===== src/rtl/conv_mem_arbiter.sv =====
// Single-port memory arbiter for the convolution datapath: burst reads for
// window/filter fetch and single-byte result writebacks, round-robin on ties.
module conv_mem_arbiter #(
   parameter int ADDR_W  = 10,
   parameter int DATA_W  = 32,
   parameter int WDATA_W = 8,
   parameter int LEN_W   = 4
) (
   input  logic               clk,
   input  logic               rst,
   input  logic               rd_req,
   input  logic [ADDR_W-1:0]  rd_base,
   input  logic [LEN_W-1:0]   rd_len,
   output logic               rd_gnt,
   output logic [DATA_W-1:0]  rd_data,
   output logic               rd_valid,
   output logic               rd_done,
   input  logic               wr_req,
   input  logic [ADDR_W-1:0]  wr_addr,
   input  logic [WDATA_W-1:0] wr_data,
   output logic               wr_gnt,
   output logic               mem_w_r_en,
   output logic [ADDR_W-1:0]  mem_adr,
   output logic [WDATA_W-1:0] mem_wdata,
   input  logic [DATA_W-1:0]  mem_rdata,
   output logic               busy
);

   typedef enum logic [1:0] {
      ST_IDLE  = 2'd0,
      ST_READ  = 2'd1,
      ST_DRAIN = 2'd2
   } state_t;

   state_t              state_q, state_d;
   logic [ADDR_W-1:0]   addr_q, addr_d;
   logic [LEN_W-1:0]    rem_q, rem_d;
   logic                prio_wr_q, prio_wr_d;
   logic                grant_wr, grant_rd;

   // Arbitration is only live in IDLE; gating with rst keeps every output low
   // while reset is asserted even though grants are combinational.
   assign grant_wr = rst && (state_q == ST_IDLE) && wr_req && (!rd_req || prio_wr_q);
   assign grant_rd = rst && (state_q == ST_IDLE) && rd_req && !grant_wr;

   always_ff @(posedge clk or negedge rst) begin
      if (!rst) begin
         state_q   <= ST_IDLE;
         addr_q    <= '0;
         rem_q     <= '0;
         prio_wr_q <= 1'b0;
      end else begin
         state_q   <= state_d;
         addr_q    <= addr_d;
         rem_q     <= rem_d;
         prio_wr_q <= prio_wr_d;
      end
   end

   // rem counts addresses still to issue after the grant cycle. rd_len-1 in
   // LEN_W bits gives N-1 directly, including rd_len=0 meaning 2**LEN_W words.
   always_comb begin
      state_d   = state_q;
      addr_d    = addr_q;
      rem_d     = rem_q;
      prio_wr_d = prio_wr_q;
      case (state_q)
         ST_IDLE: begin
            if (grant_wr) begin
               prio_wr_d = 1'b0;
            end else if (grant_rd) begin
               prio_wr_d = 1'b1;
               addr_d    = rd_base + ADDR_W'(1);
               rem_d     = rd_len - LEN_W'(1);
               state_d   = (rd_len == LEN_W'(1)) ? ST_DRAIN : ST_READ;
            end
         end
         ST_READ: begin
            addr_d = addr_q + ADDR_W'(1);
            rem_d  = rem_q - LEN_W'(1);
            if (rem_q == LEN_W'(1)) state_d = ST_DRAIN;
         end
         ST_DRAIN: state_d = ST_IDLE;
         default:  state_d = ST_IDLE;
      endcase
   end

   always_comb begin
      rd_gnt     = 1'b0;
      rd_valid   = 1'b0;
      rd_done    = 1'b0;
      wr_gnt     = 1'b0;
      mem_w_r_en = 1'b0;
      mem_adr    = '0;
      mem_wdata  = '0;
      busy       = 1'b0;
      case (state_q)
         ST_IDLE: begin
            if (grant_wr) begin
               wr_gnt     = 1'b1;
               mem_w_r_en = 1'b1;
               mem_adr    = wr_addr;
               mem_wdata  = wr_data;
            end else if (grant_rd) begin
               rd_gnt  = 1'b1;
               mem_adr = rd_base;
            end
         end
         ST_READ: begin
            mem_adr  = addr_q;
            rd_valid = 1'b1;
            busy     = 1'b1;
         end
         ST_DRAIN: begin
            rd_valid = 1'b1;
            rd_done  = 1'b1;
            busy     = 1'b1;
         end
         default: ;
      endcase
   end

   assign rd_data = rd_valid ? mem_rdata : '0;

endmodule


===== config.mk =====
export PLATFORM = sky130hd
export DESIGN_NAME = conv_mem_arbiter
export DESIGN_NICKNAME = d
export VERILOG_FILES = /design/src/rtl/conv_mem_arbiter.sv
export SDC_FILE = /design/constraint.sdc
export NUM_CORES = 1
export LEC_CHECK = 0
export CAP_MARGIN = 20
export CORE_MARGIN = 2
export CORE_UTILIZATION = 32
export DETAILED_ROUTE_END_ITERATION = 8
export PLACE_DENSITY = 0.85
export SYNTH_ARGS = -nofsm -noshare
export SYNTH_HDL_FRONTEND = slang
export SYNTH_SLANG_ARGS = --single-unit

===== constraint.sdc =====
create_clock -name clk -period 2.45 [get_ports clk]
set_clock_uncertainty 0.1 [all_clocks]
set_input_delay 0.49 -clock clk [delete_from_list [all_inputs] [get_ports clk]]
set_output_delay 0.49 -clock clk [all_outputs]
set_load 0.005 [all_outputs]

==> out/qor.csv <==
stage;metric;value;unit
outcome;outcome;complete, no violations;
timing;fin_tns_setup;0;ns
clocking;cts_buffers;3;
synthesis;synth_edf_count;0;
global_route;grt_pass1_vias;2305;
cells_and_area;fin_area;0.00346;mm²
timing;tightest_slew;0.390;ns
setup_path;endpoint_kind;output port;
timing;max-slew-margin-rel;73.3;%
route;drtPass1Iterations;5;
placed_design;gp_congestion;0.906;
die;die_area;0.00597;mm²
placed_design;placed_area;0.00318;mm²
placed_design;pre_cts_slack;-0.365;ns
synthesis;ys_seq_elements;17;
timing;maxSlewViolCount;0;
synthesis;synth_cell_types;39;
synthesis;synth_area_per_cell;7.78;µm²
route;drt_iter0_drc;201;
cells_and_area;nNetsFinal;456;
timing;setup_viol;0;
pwr;power.density;1040;mW/mm²
die;die_w;77.3;µm
pwr;p_total;3.61;mW
setup_path;path_max_fanout;4;
setup_path;worstSetupStartpointType;flip-flop;
global_route;grt_start_max_net_pins;36;
route;wirelength;7240;µm
die;ios;124;
die;fp-row-count;26;
placed_design;dpl.hpwl;5180;µm
cells_and_area;num_antenna_cells;0;
timing;hold_violations;0;
cells_and_area;multi_input_area;0.00121;mm²
clocking;htree_levels;1;
die;core;0.00514;mm²
timing;rsz0062_at_grt;yes;
timing;post-route-min-period;2.44;ns
setup_path;reg2reg_slack;0.01;ns
clocking;cts_tree;yes;
timing;min_period_over_period;99.6;%
clocking;clock_latency;0.27;ns
die;chipHeight;77.3;µm
route;postRouteAntennaNets;0;
synthesis;yosysWarnings;0;
global_route;grt_pass1_wl;10700;µm
synthesis;syn-num-nets;297;
setup_path;rr_startpoint;state_q[1];
setup_path;worstReg2RegEnd;addr_q[4];
pwr;irDropWorstVdd;0.784;mV
clocking;clock-sinks;17;
synthesis;ys_async_sr_fraction;100;%
setup_path;crit_start;state_q[0];
setup_path;reg2reg_depth;11;
timing;whs;0.0996;ns
route;dr_total_vias;2338;
flow_run;drv_cap;0;
pwr;leakage;1.63;nW
die;floorplan.initialDensity;33.4;%
global_route;antenna_found_initial;0;
route;wire_per_inst;16.1;µm
global_route;globalRouteTotalUtil;21.9;%
synthesis;ys_seq_area_share;24.7;%
worst_hold_path;holdCritPathClass;in2async;
route;avgViaCountPerCell;5.21;
timing;max_freq;410;MHz
placed_design;dp_cells;426;
clocking;clockBufferDepth;2;
cells_and_area;post-route-util;67.4;%
clocking;clockRootBuffer;clkbuf_8;
cells_and_area;seqCellArea;425;µm²
setup_path;crit_type;reg2out;
clocking;cts.clk_slew.worst_paths;0.08;ns
route;drcViolationCount;0;
cells_and_area;area_growth;102;%
setup_path;required;1.86;ns
cells_and_area;drive_gt1_share;18.2;%
cells_and_area;fillers;421;
synthesis;syn_inst;221;
synthesis;synth_area;0.00172;mm²
placed_design;port-buffer-count;123;
global_route;global_route.overflow_total;0;
cells_and_area;stdcell_count;449;
setup_path;arrival;1.85;ns
synthesis;synth_ff_type;dfrtp_1;
timing;fin_ws;0.00972;ns
[routing by layer]
layer,wire [µm],track usage [%],vias to the layer above,part of all wire [%]
met2,3830,40.9,154,53
met5,0,0,-,0
met4,149,7.68,0,2.1
met3,665,4.12,17,9.2
li1,-,-,1088,-
met1,2590,24.6,1079,36
[where the power goes]
| group | internal [mW] | switching [mW] |
|---|---|---|
| clock network | 0.115 | 0.116 |
| logic | 1.65 | 1.16 |
| registers | 0.423 | 0.153 |
[kinds of logic (layout without fill, tap and decap cells)]
group	Yosys count	after routing	share of synthesized area [%]
mux	8	8	4.88
fa+ha+maj	8	8	5.82
simple gates	95	95	30.1
buf+inv	32	190	8.30
xor+xnor	9	9	4.59
compound gates	52	52	21.6
flops	17	17	24.7
[worst max-delay path, stage by stage, from the launching register on]
cell	delay, ns
dfrtp_1	0.40
inv_2	0.09
ha_4	0.16
nand3_2	0.08
a21oi_2	0.21
buf_6	0.15
buf_4	0.12
a22oi_1	0.06
nand2_1	0.08
dlygate4sd2_1	0.24
[layout make-up]
cell class                 instances  area share (%)
clock buffer                       3            1.19
clock inverter                     1           0.217
inverter                          18            1.95
multi-input combinational        172            35.0
sequential                        17            12.3
tap                               70            2.53
timing repair buffer             168            46.9
[registers in the layout, indices dropped and copies added (netlist names)]
register	cells
addr_q	10
prio_wr_q	1
rem_q	4
state_q	2
[Yosys cell counts (all sizes together) (2+ instances only)]
| cell | instances | area (µm²) |
|---|---|---|
| ha | 8 | 100 |
| a222oi | 7 | 70.1 |
| a221oi | 3 | 38.8 |
| and2 | 41 | 257 |
| nand3b | 3 | 22.5 |
| mux2i | 5 | 50.1 |
| inv | 18 | 67.6 |
| a22oi | 4 | 30.0 |
| dfrtp | 17 | 425 |
| buf | 11 | 63.8 |
| mux2 | 3 | 33.8 |
| a21oi | 12 | 60.1 |
| nor2 | 10 | 40.0 |
| o22ai | 5 | 31.3 |
| nand3 | 13 | 65.1 |
| nand2 | 19 | 71.3 |
| clkbuf | 3 | 11.3 |
| xnor2 | 2 | 17.5 |
| o21ai | 13 | 65.1 |
| nor3 | 3 | 15.0 |
| xor2 | 7 | 61.3 |
| a21boi | 2 | 15.0 |
[what timing repair did]
item                       in CTS  in global routing
pin swaps                       7                  5
setup buffers                   9                  8
setup endpoints to repair      24                 26
gates cloned                    0                  3
resized for setup              38                 16
hold buffers                    0                  0
[layout by cell type (no fill, tap or decap), types with 6 or more instances in the layout]
cell type	netlist	final
clkdlybuf4s50_1	0	97
buf_4	2	37
xor2_1	7	7
o21ai_0	13	13
nand3_1	13	11
nand2_1	19	19
a21oi_1	12	11
dlygate4sd2_1	0	17
ha_1	8	6
nor2_1	9	9
inv_1	18	16
dfrtp_1	17	17
a222oi_1	7	7
and2_1	41	40
[worst max-delay path by stage]
stage | to | slack [ns] | cells past startpoint
global route | mem_adr[2] | -0.09 | 9
global placement | mem_adr[2] | -0.30 | 7
CTS | mem_adr[2] | 0.003 | 9
floorplan | addr_q[4] | 0.02 | 13
detailed placement | mem_adr[3] | -0.36 | 7
finish | mem_adr[1] | 0.01 | 9
No activity file was read; power rests on OpenSTA's default activity.
